## config.mk

```make
export PLATFORM = sky130hd
export DESIGN_NAME = dest_reader
export DESIGN_NICKNAME = d
export VERILOG_FILES = /design/src/rtl/dest_reader_pkg.sv /design/src/rtl/rr_arb2.sv /design/src/rtl/dest_reader.sv
export SDC_FILE = /design/constraint.sdc
export NUM_CORES = 1
export LEC_CHECK = 0
export CAP_MARGIN = 20
export CORE_ASPECT_RATIO = 1.1
export CORE_MARGIN = 3
export CORE_UTILIZATION = 30
export CTS_BUF_LIST = sky130_fd_sc_hd__clkbuf_4 sky130_fd_sc_hd__clkbuf_8 sky130_fd_sc_hd__clkbuf_16
export CTS_CLUSTER_DIAMETER = 40
export DETAILED_ROUTE_END_ITERATION = 16
export PLACE_DENSITY = 0.61
export SYNTH_ARGS = -nofsm -noshare
export SYNTH_HDL_FRONTEND = slang
export SYNTH_SLANG_ARGS = --single-unit
```

## constraint.sdc

```tcl
create_clock -name clk -period 5.6 [get_ports clk]
set_clock_uncertainty 0.05 [all_clocks]
set_input_delay 1.68 -clock clk [delete_from_list [all_inputs] [get_ports clk]]
set_output_delay 1.68 -clock clk [all_outputs]
set_load 0.02 [all_outputs]
```

## src/rtl/dest_reader_pkg.sv

```systemverilog
// Shared constants for the destination FIFO reader: word widths, buffer depth
// and the source encoding carried alongside each buffered word.
package dest_reader_pkg;

  localparam int BW        = 6;
  localparam int CNT_W     = 8;
  localparam int BUF_DEPTH = 2;

  localparam logic SRC_D0 = 1'b0;
  localparam logic SRC_D1 = 1'b1;

endpackage

```

## src/rtl/rr_arb2.sv

```systemverilog
// Two-way round-robin arbiter. The registered pointer remembers who should win
// the next contested cycle and only moves when a grant is actually given.
module rr_arb2 import dest_reader_pkg::*; (
  input  logic       clk,
  input  logic       reset,
  input  logic       init,
  input  logic [1:0] i_req,
  output logic [1:0] o_gnt
);

  logic r_prio_d1;

  always_comb begin
    // NOTE: assign a default first so no path leaves o_gnt unassigned (no latch).
    o_gnt = 2'b00;
    if (i_req == 2'b11) begin
      o_gnt = r_prio_d1 ? 2'b10 : 2'b01;
    end else begin
      o_gnt = i_req;
    end
  end

  // NOTE: sequential state uses non-blocking assignments so every flop samples pre-edge values.
  always_ff @(posedge clk or posedge reset) begin
    if (reset) begin
      r_prio_d1 <= 1'b0;
    end else if (init) begin
      r_prio_d1 <= 1'b0;
    end else if (o_gnt != 2'b00) begin
      r_prio_d1 <= o_gnt[0];
    end
  end

endmodule

```

## src/rtl/dest_reader.sv

```systemverilog
// Drains two destination FIFOs round-robin into a 2-entry {src, data} output
// buffer, counting delivered words per source and masking sources that flag an error.
module dest_reader import dest_reader_pkg::*; #(
  parameter int BW    = dest_reader_pkg::BW,
  parameter int CNT_W = dest_reader_pkg::CNT_W
) (
  input  logic             clk,
  input  logic             reset,
  input  logic             init,
  input  logic             D0_empty,
  input  logic             D1_empty,
  input  logic             D0_error_output,
  input  logic             D1_error_output,
  input  logic [BW-1:0]    D0_data_out,
  input  logic [BW-1:0]    D1_data_out,
  output logic             D0_rd,
  output logic             D1_rd,
  output logic             out_valid,
  input  logic             out_ready,
  output logic [BW-1:0]    out_data,
  output logic             out_src,
  output logic [CNT_W-1:0] cnt_D0,
  output logic [CNT_W-1:0] cnt_D1,
  output logic             error_out
);

  logic [1:0]       r_occ;
  logic             r_inflight;
  logic             r_inflight_src;
  logic [BW-1:0]    r_buf_data [0:BUF_DEPTH-1];
  logic             r_buf_src  [0:BUF_DEPTH-1];
  logic [CNT_W-1:0] r_cnt_d0;
  logic [CNT_W-1:0] r_cnt_d1;
  logic             r_mask_d0;
  logic             r_mask_d1;
  logic             r_error;
  logic             r_run;

  logic             w_pop;
  logic [1:0]       w_after_pop;
  logic             w_tail;
  logic             w_can_read;
  logic [1:0]       w_elig;
  logic [1:0]       w_req;
  logic [1:0]       w_gnt;
  logic [BW-1:0]    w_cap_data;

  assign w_pop       = (r_occ != 2'd0) && out_ready;
  assign w_after_pop = r_occ - {1'b0, w_pop};
  assign w_tail      = w_after_pop[0];

  // Counting this cycle's pop frees a slot early enough to keep one word per cycle flowing.
  assign w_can_read = ({1'b0, w_after_pop} + {2'b00, r_inflight}) < 3'(BUF_DEPTH);

  assign w_elig = {!D1_empty && !D1_error_output && !r_mask_d1,
                   !D0_empty && !D0_error_output && !r_mask_d0};
  assign w_req  = w_elig & {2{w_can_read && r_run && !init}};

  rr_arb2 u_arb (
    .clk   (clk),
    .reset (reset),
    .init  (init),
    .i_req (w_req),
    .o_gnt (w_gnt)
  );

  assign D0_rd      = w_gnt[0];
  assign D1_rd      = w_gnt[1];
  assign w_cap_data = (r_inflight_src == SRC_D1) ? D1_data_out : D0_data_out;

  always_ff @(posedge clk or posedge reset) begin
    if (reset) begin
      r_occ          <= 2'd0;
      r_inflight     <= 1'b0;
      r_inflight_src <= SRC_D0;
      // NOTE: the buffer words are reset too, because out_data must read 0 during reset.
      for (int i = 0; i < BUF_DEPTH; i++) begin
        r_buf_data[i] <= '0;
        r_buf_src[i]  <= SRC_D0;
      end
    end else if (init) begin
      r_occ      <= 2'd0;
      r_inflight <= 1'b0;
    end else begin
      if (w_pop) begin
        r_buf_data[0] <= r_buf_data[1];
        r_buf_src[0]  <= r_buf_src[1];
      end
      // A capture into slot 0 deliberately overrides the shift above.
      if (r_inflight) begin
        r_buf_data[w_tail] <= w_cap_data;
        r_buf_src[w_tail]  <= r_inflight_src;
      end
      r_occ          <= w_after_pop + {1'b0, r_inflight};
      r_inflight     <= D0_rd || D1_rd;
      r_inflight_src <= D1_rd ? SRC_D1 : SRC_D0;
    end
  end

  always_ff @(posedge clk or posedge reset) begin
    if (reset) begin
      r_cnt_d0  <= '0;
      r_cnt_d1  <= '0;
      r_mask_d0 <= 1'b0;
      r_mask_d1 <= 1'b0;
      r_error   <= 1'b0;
      r_run     <= 1'b0;
    end else begin
      r_run <= 1'b1;
      if (init) begin
        r_cnt_d0  <= '0;
        r_cnt_d1  <= '0;
        r_mask_d0 <= 1'b0;
        r_mask_d1 <= 1'b0;
        r_error   <= 1'b0;
      end else begin
        if (w_pop && (r_buf_src[0] == SRC_D1)) begin
          r_cnt_d1 <= r_cnt_d1 + CNT_W'(1);
        end else if (w_pop) begin
          r_cnt_d0 <= r_cnt_d0 + CNT_W'(1);
        end
        if (D0_error_output) r_mask_d0 <= 1'b1;
        if (D1_error_output) r_mask_d1 <= 1'b1;
        r_error <= r_error || D0_error_output || D1_error_output;
      end
    end
  end

  assign out_valid = (r_occ != 2'd0);
  assign out_data  = r_buf_data[0];
  assign out_src   = r_buf_src[0];
  assign cnt_D0    = r_cnt_d0;
  assign cnt_D1    = r_cnt_d1;
  assign error_out = r_error;

endmodule
```

==> results by group <==
CTS
  – CTS Sinks: 39
  – Deepest clock path buffer count: 2
  – TritonCTS clock tree: yes
  – Worst-Skew Late Latency: ~0.28 ns
  – Setup Fix Bufs, Post-CTS: 0
  – H-tree depth: 2
  – Inserted Clock Buffers: 5
  – Clk slew on worst S/H paths: around 0.070 ns
  – Buffer type at the clock tree root: clkbuf_8
  – Post-CTS Hold Fix Bufs: 0

Critical path
  – WP data arrival: between 3 and 4 ns
  – CP max-delay cell: clkdlybuf4s50_1
  – Maximum fanout encountered on the critical timing path: 4
  – Peak per-stage delay on the critical path: approximately 0.52 ns
  – Category of the most critical setup path: in2out
  – Origin of the worst setup path: out_ready
  – Worst Setup End Kind: primary output
  – Worst endpoint required time: between 3 and 4 ns
  – Critical path startpoint category: input port
  – Cell with the most instances on the worst path: ha_1
  – Cells along the critical path: clkdlybuf4s50_1 -> nand2b_1 -> nand2_1 -> ha_1 -> inv_1 -> ha_1 -> nand3b_4 -> or4_1 -> nor2_1 -> clkbuf_2
  – Crit Reg-Reg Startpoint: r_occ[0]

STA
  – Setup TNS: 0 ns
  – Ratio of final minimum period to clock period: a little over nine tenths
  – Highest attainable clock frequency: approximately 180 MHz
  – Max-slew violation total from the final report: 0
  – Worst Max-Slew Pin Slew: around 0.65 ns
  – Unrepaired setup endpoints after global routing: false
  – Worst-case headroom to the max-slew limit: 56.7%
  – # setup viols final: 0
  – Hold Violations, Final: 0
  – Post-route minimum period: between 5 and 6 ns

Drt
  – Routed len/inst: between 10 and 15 um
  – Vias per cell: approximately 4.8
  – WL met3: between 200 and 250 um
  – Detailed route wirelength on metal2: 1.91 mm
  – Total via count in the routed design: approximately 1500
  – Detailed-router iteration count before antenna repair: 4
  – Top routing layer in use: met4
  – Starting DRT DRC Count: slightly below 60
  – M1 wire length: approximately 1.8 mm
  – Antenna viol nets, final: 0
  – Total wire length: between 4 and 5 mm
  – Remaining routing DRC violations: 0

Yosys
  – Most frequent cells after synthesis: dfrtp_1 (39), nor2_1 (27), a21oi_1 (11), xnor2_1 (10), nand2_1 (9)
  – Ranking of synthesized cells by area: dfrtp_1 (50%), nor2_1 (5.2%), xnor2_1 (4.5%)
  – Post-Syn Instances: approximately 190
  – Ys Warns: 0
  – Syn nets: 210
  – Flip-flop cell with the highest count after synthesis: dfrtp_1
  – Count of flip-flops with a built-in enable after synthesis: 0
  – Top cell type by total area after synthesis: dfrtp_1
  – Number of storage elements in the synthesis netlist: 39
  – Mean Syn Cell Area: 10.4 um^2
  – Register area share after synthesis: between 50% and 60%
  – Combined area of all synthesized cells: between 1500 and 2000 um^2
  – Netlist cell types: 40
  – Top-count cell post-synth: dfrtp_1
  – Post-synth top area share: just over 50%
  – Share of synthesized registers carrying an async set or reset: 100%

Die
  – Core area: ~6200 um^2
  – Placement Rows: 30
  – Effective utilization at floorplan: a little under a third
  – Die width: around 83 um
  – Boundary Pins: 47
  – Die Area: 7450 um^2
  – Chip Height: around 90 um

Cells and area
  – Antenna diode count: 0
  – Fraction of layout cells with a size suffix above 1: 10.7%
  – Area Growth Syn to Fin: 31.1%
  – Count of fill cells added during filler insertion: roughly 630
  – Layout net count: 258

Placement
  – Total of buffers placed on input and output ports: 46
  – Global placer's final weighted congestion: between 0.7 and 0.8
  – HPWL Detailed: about 2.9 mm

Hold path
  – Type of the most critical hold path: reg2reg

Global route
  – Antenna violations before repair: 0
  – Total congestion overflow after global routing: 0
  – Total GRT Usage: between 10% and 20%
  – Largest net degree at the start of global routing: 27
  – Via count of the first global-routing pass: 1419
  – Wire length of the first global-routing pass: around 6.8 mm

Pwr
  – Sequential fraction of design power: a little over half
  – Switching portion of total power: 25.7%
  – Peak supply drop: approximately 0.10 mV
  – Pwr dens: roughly 230 nW/um^2
  – Leakage: 0.00106 uW
  – Switch Pwr: approximately 150 uW
  – Clock share of power: about 30%
  – Post-layout total power: between 500 and 600 uW
  – Internal power of the cells: 440 uW
  – Gate power share: ~17%

Flow run
  – Max Cap Viol: 0

Outcome
  – Status: complete, no violations
==> critical path, delay by kind of cell <==
family	cells	cell delay (ns)
buffers and inverters	3	0.77
AND/OR/NAND/NOR	5	0.87
adder cells (fa/ha/maj)	2	0.36
==> path summary, 6_finish.rpt <==
path,to,cells past startpoint,slack (ns)
min in group asynchronous,cnt_D0[3],2,1.73
setup reg to reg,r_inflight_src,10,3.41
setup / recovery,D1_rd,10,0.19
max in group asynchronous,out_data[0],3,3.01
hold reg to reg,flop,1,0.45
hold / removal,flop,1,0.45
==> cell families after synthesis <==
group,count (synthesis),share of synthesized area (%)
xor gates and xnor gates,12,5.43
muxes,7,3.69
AOI/OAI and AO/OA,35,12.7
buffers and inverters,19,5.56
DFF,39,50.5
adders and majority gates,4,2.59
other,1,0.194
and+or+nand+nor,69,19.3
==> metal layers <==
layer	up-vias	global-route usage (%)
met1	721	15.8
met3	5	3.21
li1	731	-
met4	0	4.50
met2	36	17.8
met5	-	0
==> what timing repair did <==
action | CTS | global route
resized for setup | 3 | 3
endpoints found under the hold margin | 0 | 0
pin swaps | 0 | 0
endpoints found under the setup margin | 2 | 2
==> placed cells by master, fill, tap and decap left out, drive strengths merged, types with 6 or more instances in the layout <==
master / count
clkbuf: 8
nor2: 27
clkdlybuf4s50: 44
nand2: 9
xnor2: 10
buf: 8
inv: 6
a21oi: 11
mux2i: 6
o21ai: 9
dfrtp: 39
nand3: 6
a22oi: 6
==> layout make-up <==
class	count	area, um^2	share of cell area, %
Multi-Input combinational cell	128	851	33.5
Sequential cell	39	976	38.5
Clock buffer	6	76.3	3.01
Tap cell	80	100	3.95
Inverter	6	22.5	0.888
Timing Repair Buffer	54	510	20.1
==> power by group through the flow <==
| stage | sequential (uW) | clock (uW) | combinational (uW) |
|---|---|---|---|
| 3_5_place_dp | 321 | 0 | 101 |
| 5_1_grt | 318 | 196 | 108 |
| 3_3_place_gp | 321 | 0 | 99.6 |
| 4_1_cts | 316 | 184 | 101 |
| 6_report | 317 | 176 | 98.9 |
| 2_1_floorplan | 315 | 0 | 69.6 |
==> per-stage QoR <==
stage	setup slack [ns]	hold slack (ns)	std cells	area, um^2	utilization [%]
after detailed placement	-0.262	0.433	307	2470	39.9
final	0.192	0.447	313	2540	40.9
after floorplan	0.730	0.409	186	1930	-
after global routing	0.0245	0.476	313	2540	40.9
after global placement	-0.210	0.421	307	2470	39.9
after CTS	0.0202	0.449	313	2540	41.1
(Power assumes the default switching activity.)
